### src/rtl/neander_pkg.sv
// Shared definitions for the Neander control unit: opcode values, ALU
// operation codes, the control FSM state set and the decode path classes.
package neander_pkg;

  localparam logic [3:0] OP_NOP = 4'h0;
  localparam logic [3:0] OP_STA = 4'h1;
  localparam logic [3:0] OP_LDA = 4'h2;
  localparam logic [3:0] OP_ADD = 4'h3;
  localparam logic [3:0] OP_OR  = 4'h4;
  localparam logic [3:0] OP_AND = 4'h5;
  localparam logic [3:0] OP_NOT = 4'h6;
  localparam logic [3:0] OP_JMP = 4'h8;
  localparam logic [3:0] OP_JN  = 4'h9;
  localparam logic [3:0] OP_JZ  = 4'hA;
  localparam logic [3:0] OP_HLT = 4'hF;

  localparam logic [2:0] ULA_PASS = 3'd0;
  localparam logic [2:0] ULA_ADD  = 3'd1;
  localparam logic [2:0] ULA_OR   = 3'd2;
  localparam logic [2:0] ULA_AND  = 3'd3;
  localparam logic [2:0] ULA_NOT  = 3'd4;

  typedef enum logic [3:0] {
    S_FETCH_A,
    S_FETCH_R,
    S_FETCH_I,
    S_DECODE,
    S_OPND_A,
    S_OPND_R,
    S_JUMP,
    S_DATA_A,
    S_DATA_R,
    S_STORE,
    S_EXEC,
    S_HALT
  } state_t;

  // What DECODE does with the current instruction.
  typedef enum logic [2:0] {
    PATH_NOP,   // nothing, back to fetch
    PATH_NOT,   // single-cycle accumulator op in DECODE
    PATH_HLT,   // stop
    PATH_SKIP,  // untaken branch: step PC over the operand byte
    PATH_OPND   // fetch the operand byte
  } path_t;

endpackage

### src/rtl/neander_decode.sv
// Combinational opcode classifier for the Neander control unit.
// Ports:
//   opcode_i   instruction opcode (RI[7:4])
//   flag_n_i   N flag, only meaningful while the FSM is in DECODE
//   flag_z_i   Z flag, only meaningful while the FSM is in DECODE
//   path_o     action class taken from DECODE
//   jump_o     operand byte is a jump target (JMP or taken JN/JZ)
//   store_o    instruction is STA
//   ula_op_o   ALU operation for EXEC (or DECODE for NOT)
module neander_decode
  import neander_pkg::*;
#(
  parameter int OPCODE_WIDTH = 4
) (
  input  logic [OPCODE_WIDTH-1:0] opcode_i,
  input  logic                    flag_n_i,
  input  logic                    flag_z_i,
  output path_t                   path_o,
  output logic                    jump_o,
  output logic                    store_o,
  output logic [2:0]              ula_op_o
);

  always_comb begin
    path_o   = PATH_NOP;
    jump_o   = 1'b0;
    store_o  = 1'b0;
    ula_op_o = ULA_PASS;
    case (opcode_i)
      OPCODE_WIDTH'(OP_STA): begin
        path_o  = PATH_OPND;
        store_o = 1'b1;
      end
      OPCODE_WIDTH'(OP_LDA): path_o = PATH_OPND;
      OPCODE_WIDTH'(OP_ADD): begin
        path_o   = PATH_OPND;
        ula_op_o = ULA_ADD;
      end
      OPCODE_WIDTH'(OP_OR): begin
        path_o   = PATH_OPND;
        ula_op_o = ULA_OR;
      end
      OPCODE_WIDTH'(OP_AND): begin
        path_o   = PATH_OPND;
        ula_op_o = ULA_AND;
      end
      OPCODE_WIDTH'(OP_NOT): begin
        path_o   = PATH_NOT;
        ula_op_o = ULA_NOT;
      end
      OPCODE_WIDTH'(OP_JMP): begin
        path_o = PATH_OPND;
        jump_o = 1'b1;
      end
      OPCODE_WIDTH'(OP_JN): begin
        path_o = flag_n_i ? PATH_OPND : PATH_SKIP;
        jump_o = flag_n_i;
      end
      OPCODE_WIDTH'(OP_JZ): begin
        path_o = flag_z_i ? PATH_OPND : PATH_SKIP;
        jump_o = flag_z_i;
      end
      OPCODE_WIDTH'(OP_HLT): path_o = PATH_HLT;
      default: path_o = PATH_NOP;  // NOP and undefined opcodes
    endcase
  end

endmodule

### src/rtl/neander_control.sv
// Neander CPU control unit: Moore FSM sequencing fetch, operand fetch,
// data access, execute and halt.
// Ports:
//   clk                     system clock
//   reset                   async active-low reset
//   opcode                  RI[7:4], valid from DECODE onward
//   flag_n, flag_z          flag register outputs, sampled in DECODE only
//   load_rem..load_pc       register enables
//   inc_pc                  PC increment
//   sel_rem                 REM source: 0 = PC, 1 = RDM
//   mem_read, mem_write     memory strobes
//   ula_op                  ALU op (0 pass, 1 add, 2 or, 3 and, 4 not)
//   halted                  high in HALT
//
// state    | meaning
// ---------+-----------------------------------------------
// FETCH_A  | REM <- PC
// FETCH_R  | read instruction into RDM, PC++
// FETCH_I  | RI <- RDM
// DECODE   | classify; NOT executes here, untaken branch skips
// OPND_A   | REM <- PC (operand address)
// OPND_R   | read operand into RDM, PC++
// JUMP     | PC <- RDM
// DATA_A   | REM <- RDM (data address)
// DATA_R   | read data into RDM
// STORE    | write AC to memory
// EXEC     | AC/NZ <- ALU result
// HALT     | stopped until reset
module neander_control
  import neander_pkg::*;
#(
  parameter int OPCODE_WIDTH = 4
) (
  input  logic                    clk,
  input  logic                    reset,
  input  logic [OPCODE_WIDTH-1:0] opcode,
  input  logic                    flag_n,
  input  logic                    flag_z,
  output logic                    load_rem,
  output logic                    load_rdm,
  output logic                    load_ri,
  output logic                    load_ac,
  output logic                    load_nz,
  output logic                    load_pc,
  output logic                    inc_pc,
  output logic                    sel_rem,
  output logic                    mem_read,
  output logic                    mem_write,
  output logic [2:0]              ula_op,
  output logic                    halted
);

  state_t     state_q;
  logic       jump_q;
  path_t      dec_path;
  logic       dec_jump;
  logic       dec_store;
  logic [2:0] dec_ula;

  neander_decode #(.OPCODE_WIDTH(OPCODE_WIDTH)) u_decode (
    .opcode_i (opcode),
    .flag_n_i (flag_n),
    .flag_z_i (flag_z),
    .path_o   (dec_path),
    .jump_o   (dec_jump),
    .store_o  (dec_store),
    .ula_op_o (dec_ula)
  );

  // jump_q freezes the branch decision at DECODE so later flag changes
  // cannot redirect an instruction already in flight.
  always_ff @(posedge clk or negedge reset) begin
    if (!reset) begin
      state_q <= S_FETCH_A;
      jump_q  <= 1'b0;
    end else begin
      case (state_q)
        S_FETCH_A: state_q <= S_FETCH_R;
        S_FETCH_R: state_q <= S_FETCH_I;
        S_FETCH_I: state_q <= S_DECODE;
        S_DECODE: begin
          jump_q <= dec_jump;
          case (dec_path)
            PATH_HLT:  state_q <= S_HALT;
            PATH_OPND: state_q <= S_OPND_A;
            default:   state_q <= S_FETCH_A;
          endcase
        end
        S_OPND_A:  state_q <= S_OPND_R;
        S_OPND_R:  state_q <= jump_q ? S_JUMP : S_DATA_A;
        S_JUMP:    state_q <= S_FETCH_A;
        S_DATA_A:  state_q <= dec_store ? S_STORE : S_DATA_R;
        S_DATA_R:  state_q <= S_EXEC;
        S_STORE:   state_q <= S_FETCH_A;
        S_EXEC:    state_q <= S_FETCH_A;
        S_HALT:    state_q <= S_HALT;
        default:   state_q <= S_FETCH_A;
      endcase
    end
  end

  // Outputs are gated by reset so they drop asynchronously, even though
  // the state register already sits in FETCH_A during reset.
  always_comb begin
    load_rem  = 1'b0;
    load_rdm  = 1'b0;
    load_ri   = 1'b0;
    load_ac   = 1'b0;
    load_nz   = 1'b0;
    load_pc   = 1'b0;
    inc_pc    = 1'b0;
    sel_rem   = 1'b0;
    mem_read  = 1'b0;
    mem_write = 1'b0;
    ula_op    = ULA_PASS;
    halted    = 1'b0;
    if (reset) begin
      case (state_q)
        S_FETCH_A, S_OPND_A: load_rem = 1'b1;
        S_FETCH_R, S_OPND_R: begin
          mem_read = 1'b1;
          load_rdm = 1'b1;
          inc_pc   = 1'b1;
        end
        S_FETCH_I: load_ri = 1'b1;
        S_DECODE: begin
          if (dec_path == PATH_NOT) begin
            load_ac = 1'b1;
            load_nz = 1'b1;
            ula_op  = dec_ula;
          end
          if (dec_path == PATH_SKIP) inc_pc = 1'b1;
        end
        S_JUMP: load_pc = 1'b1;
        S_DATA_A: begin
          load_rem = 1'b1;
          sel_rem  = 1'b1;
        end
        S_DATA_R: begin
          mem_read = 1'b1;
          load_rdm = 1'b1;
        end
        S_STORE: mem_write = 1'b1;
        S_EXEC: begin
          load_ac = 1'b1;
          load_nz = 1'b1;
          ula_op  = dec_ula;
        end
        S_HALT: halted = 1'b1;
        default: ;
      endcase
    end
  end

endmodule

### config.mk
export PLATFORM = sky130hd
export DESIGN_NAME = neander_control
export DESIGN_NICKNAME = d
export VERILOG_FILES = /design/src/rtl/neander_pkg.sv /design/src/rtl/neander_decode.sv /design/src/rtl/neander_control.sv
export SDC_FILE = /design/constraint.sdc
export NUM_CORES = 1
export LEC_CHECK = 0
export CORE_MARGIN = 1
export CORE_UTILIZATION = 43
export CTS_CLUSTER_SIZE = 30
export DETAILED_ROUTE_END_ITERATION = 12
export GPL_TIMING_DRIVEN = 1
export PLACE_DENSITY = 0.77
export SETUP_SLACK_MARGIN = 0.15
export SLEW_MARGIN = 20
export SYNTH_ARGS = -nofsm -noshare
export SYNTH_HDL_FRONTEND = slang
export SYNTH_SLANG_ARGS = --single-unit
### constraint.sdc
create_clock -name clk -period 1.7 [get_ports clk]
set_input_delay 0.17 -clock clk [delete_from_list [all_inputs] [get_ports clk]]
set_output_delay 0.17 -clock clk [all_outputs]
set_load 0.1 [all_outputs]
==> qor.txt, run 1 <==
Num CTS Buffers = 3
EDFF count, synth = 0
total I/O pin count = 22
hold_buf cts = 0
I/O Buffers = 21
Setup Buffers After CTS = 12
chip height = 39.6 um
htree depth = 1
mapped cell area = 609 um^2
Seq/Total Area, Yosys = 20.5%
ys flop type = dfrtp_1
yosys warns = 0
DP Cell Count = 120
Halt Stage = clock tree synthesis (4_1_cts)
#FFs+latches synth = 5
maximum buffer depth of the clock tree = 2
Starting Density = 46.2%
Async SR Flop Fraction = 100%
clk sinks = 5
PostCTS Resize Cnt = 19
Post-Syn Instances = 79
syn nets = 87
Synth Area per Inst = 7.71 um^2
clock root buffer = clkbuf_4
hpwl dp = 1.51 mm
Die X = 39.6 um
Yosys cell types = 41
status = stopped before the end
Core Rows = 13
placer congestion estimate = 0.771
Err = [ERROR DPL-0038] Utilization greater than 100%, impossible to legalize
cells by family after synthesis:
| group | after synthesis | share of synthesized area, % |
|---|---|---|
| flip-flops | 5 | 20.5 |
| buffers and inverters | 13 | 12.5 |
| XOR/XNOR | 2 | 2.88 |
| AO/OA/AOI/OAI | 18 | 22.8 |
| AND/OR/NAND/NOR | 41 | 41.3 |
through the flow:
stage	utilization [%]	TNS [ns]	setup WS (ns)	hold slack, ns	cell area [um^2]
after detailed placement	89.1	-0.185	-0.122	0.604	1170
after global placement	89.1	-0.0957	-0.0957	0.579	1170
after floorplan	-	-0.637	-0.255	-0.126	796
synthesized netlist by cell type (2+ instances only):
| cell | instances | share of area (%) |
|---|---|---|
| a211oi_1 | 2 | 2.5 |
| a21oi_1 | 4 | 3.3 |
| and3_1 | 2 | 2.1 |
| buf_2 | 4 | 3.3 |
| buf_4 | 4 | 4.9 |
| dfrtp_1 | 5 | 21 |
| inv_1 | 2 | 1.2 |
| nand2_1 | 5 | 3.1 |
| nand2b_1 | 5 | 5.1 |
| nand3_1 | 3 | 2.5 |
| nor2_1 | 4 | 2.5 |
| nor2b_1 | 3 | 3.1 |
| nor3_1 | 5 | 4.1 |
| nor4_1 | 2 | 2.1 |
| o21ai_0 | 2 | 1.6 |
| o21ai_1 | 2 | 1.6 |
==> run 2: changes to the inputs <==
--- a/config.mk
+++ b/config.mk
@@ -5,13 +5,11 @@
 export SDC_FILE = /design/constraint.sdc
 export NUM_CORES = 1
 export LEC_CHECK = 0
-export CORE_MARGIN = 1
-export CORE_UTILIZATION = 43
-export CTS_CLUSTER_SIZE = 30
+export CORE_AREA = 2 2 63 65
 export DETAILED_ROUTE_END_ITERATION = 12
+export DIE_AREA = 0 0 65 67
 export GPL_TIMING_DRIVEN = 1
-export PLACE_DENSITY = 0.77
-export SETUP_SLACK_MARGIN = 0.15
+export PLACE_DENSITY_LB_ADDON = 0.15
 export SLEW_MARGIN = 20
 export SYNTH_ARGS = -nofsm -noshare
 export SYNTH_HDL_FRONTEND = slang
==> qor.txt, run 2 <==
ys flop type = dfrtp_1
Async SR Flop Fraction = 100%
LEAKAGE = 0.515 nW
Worst-Margin Slew = 0.368 ns
drc violations = 0
Gate power share = 77.2%
mapped cell area = 609 um^2
DR vias = 703
CTS tree = yes
hpwl dp = 1.60 mm
commonest non-fill, non-tap cells in the layout = buf_4, buf_12, nor3_4, nand2_1, dlygate4sd2_1
placer congestion estimate = 0.770
CP Capture Type = primary output
total of max-cap violations = 0
Post-Syn Instances = 79
first-pass GRT wire length = 3.45 mm
registers with the most flip-flops = state_q: 4 flops, jump_q: 1 flops
total grt overflow = 0
number of vias per cell = 4.37
maximum clock rate = 585 MHz
WP data arrival = 1.54 ns
hold_buf cts = 0
top cells by area, synth = dfrtp_1, nand2b_1, buf_4, nor3_1, a21oi_1
syn nets = 87
Routed Wire Length = 1.98 mm
Psw = 1.14 mW
I/O Buffers = 21
die area = 4360 um^2
commonest non-fill, non-tap cell in the layout = buf_4
area grow syn2layout = 117%
Starting Density = 16.9%
synth cell count leaders = dfrtp_1, nand2_1, nand2b_1, nor3_1
number of flip-flops in the largest register = 4
Die X = 65 um
layout cells sized above 1 = 56.6%
WP data required = 1.53 ns
sw frac = 51.8%
Util after Layout = 36.6%
DR pass1 iterations = 4
Num CTS Buffers = 3
vias in the first global route = 706
Worst-Skew Late Latency = 0.22 ns
RSZ-0062 raised after global routing = true
setup_tns = -0.00953 ns
Tot Pwr = 2.21 mW
Min-Delay Path Class = primary input to asynchronous set/reset pin
Hold Violations, Final = 0
final period utilization = 101%
worst clock skew = 0.00282 ns
largest net degree at the start of global routing = 12
Final #Nets = 122
maximum buffer depth of the clock tree = 2
Core Rows = 22
Power Dens Cells = 1670 nW/um^2
Max VDD drop = 0.448 mV
Core Area = 3610 um^2
initial drt markers = 8
chip height = 67 um
failing checks = setup timing
Seq/Total Area, Yosys = 20.5%
Reg power frac = 13.1%
critical path class = flop to primary output
Post-DRT Antenna Nets = 0
yosys warns = 0
Final setup viols = 1
top-area cell type share of the netlist area = 20.5%
htree depth = 1
Slew Viols, Final = 0
wire per inst = 12.3 um
Top reg by flops = state_q
PnR worst setup slack = -0.00953 ns
EDFF count, synth = 0
Cell Int Power = 1.07 mW
initial antenna violation count = 0
minimum clock period = 1.71 ns
Startpoint Class = flop
gr usage total = 10.2%
clk slew on worst S/H paths = 0.04 ns
# diodes = 0
Yosys top cell by area = dfrtp_1
clock root buffer = clkbuf_8
Yosys cell types = 41
Clock Power Share = 9.6%
Max Fanout on Critical Path = 6
#FFs+latches synth = 5
total I/O pin count = 22
clk sinks = 5
Synth Area per Inst = 7.71 um^2
slew margin rel. = 75.4%
status = finished, violations left
[run 2: cell counts after synthesis]
No cell type changed its count.
[run 2: critical path, stage by stage, from the launching register on]
cell	delay, ns
dfrtp_2	0.43
and4bb_2	0.32
o211ai_1	0.17
a21oi_4	0.21
buf_12	0.19
[run 2: timing repair]
action,4_1_cts,5_1_grt
pin swaps,1,3
resized for setup,10,3
endpoints found under the setup margin,9,7
setup buffers,0,5
[run 2: layout make-up]
class / instances / area (um^2)
multi-input combinational: 61 / 572
sequential: 5 / 129
clock buffer: 4 / 45.0
fill: 376 / 2280
tap: 48 / 60.1
inverter: 4 / 17.5
timing repair buffer: 39 / 498
[run 2: layer usage]
layer / GRT usage [%] / vias up / wire length (um)
met5: 0 / - / 0
met4: 0.798 / 0 / 0
met3: 2.87 / 0 / 92
met2: 17.5 / 21 / 983
met1: 13.2 / 327 / 906
li1: - / 355 / -
[run 2: power by group through the flow]
stage,Clock (mW),Combinational (mW),Sequential [mW]
after global placement,0,1.61,0.289
after global routing,0.237,1.81,0.298
after detailed placement,0,1.61,0.291
final,0.213,1.71,0.291
after CTS,0.219,1.62,0.303
after floorplan,0,1.25,0.213
[run 2: through the flow]
step	setup slack [ns]	instance area [um^2]	std cells	hold slack (ns)
floorplan	-0.173	796	79	-0.126
global placement	-0.0914	1220	152	0.577
detailed placement	-0.200	1220	152	0.579
CTS	-0.00379	1280	156	0.508
global route	-0.0633	1320	161	0.156
finish	-0.00953	1320	161	0.117
[run 2: path summary, 6_finish.rpt]
| path | startpoint | endpoint | slack (ns) | depth (start not counted) |
|---|---|---|---|---|
| max | state_q[2] | inc_pc | -0.01 | 4 |
| min | reset | state_q[3] | 0.12 | 2 |
| max reg2reg | state_q[1] | state_q[1] | 0.34 | 4 |
| min reg2reg | state_q[2] | state_q[3] | 0.54 | 1 |
| max in group asynchronous | reset | state_q[2] | 1.46 | 2 |
| min in group clk | flag_n | jump_q | 0.43 | 4 |
[run 2: cell families after synthesis]
kind of cell,Yosys count,synth area share (%)
AO/OA/AOI/OAI,18,22.8
XOR/XNOR,2,2.88
buffers and inverters,13,12.5
flip-flops,5,20.5
AND/OR/NAND/NOR,41,41.3
(Power assumes the default switching activity.)
==> run 3: changes to the inputs <==
--- a/config.mk
+++ b/config.mk
@@ -5,6 +5,7 @@
 export SDC_FILE = /design/constraint.sdc
 export NUM_CORES = 1
 export LEC_CHECK = 0
+export ABC_CLOCK_PERIOD_IN_PS = 1700
 export CORE_AREA = 2 2 63 65
 export DETAILED_ROUTE_END_ITERATION = 12
 export DIE_AREA = 0 0 65 67
==> results of run 3 <==
No change in the layout: final DEF, timing and power equal those of run 2.
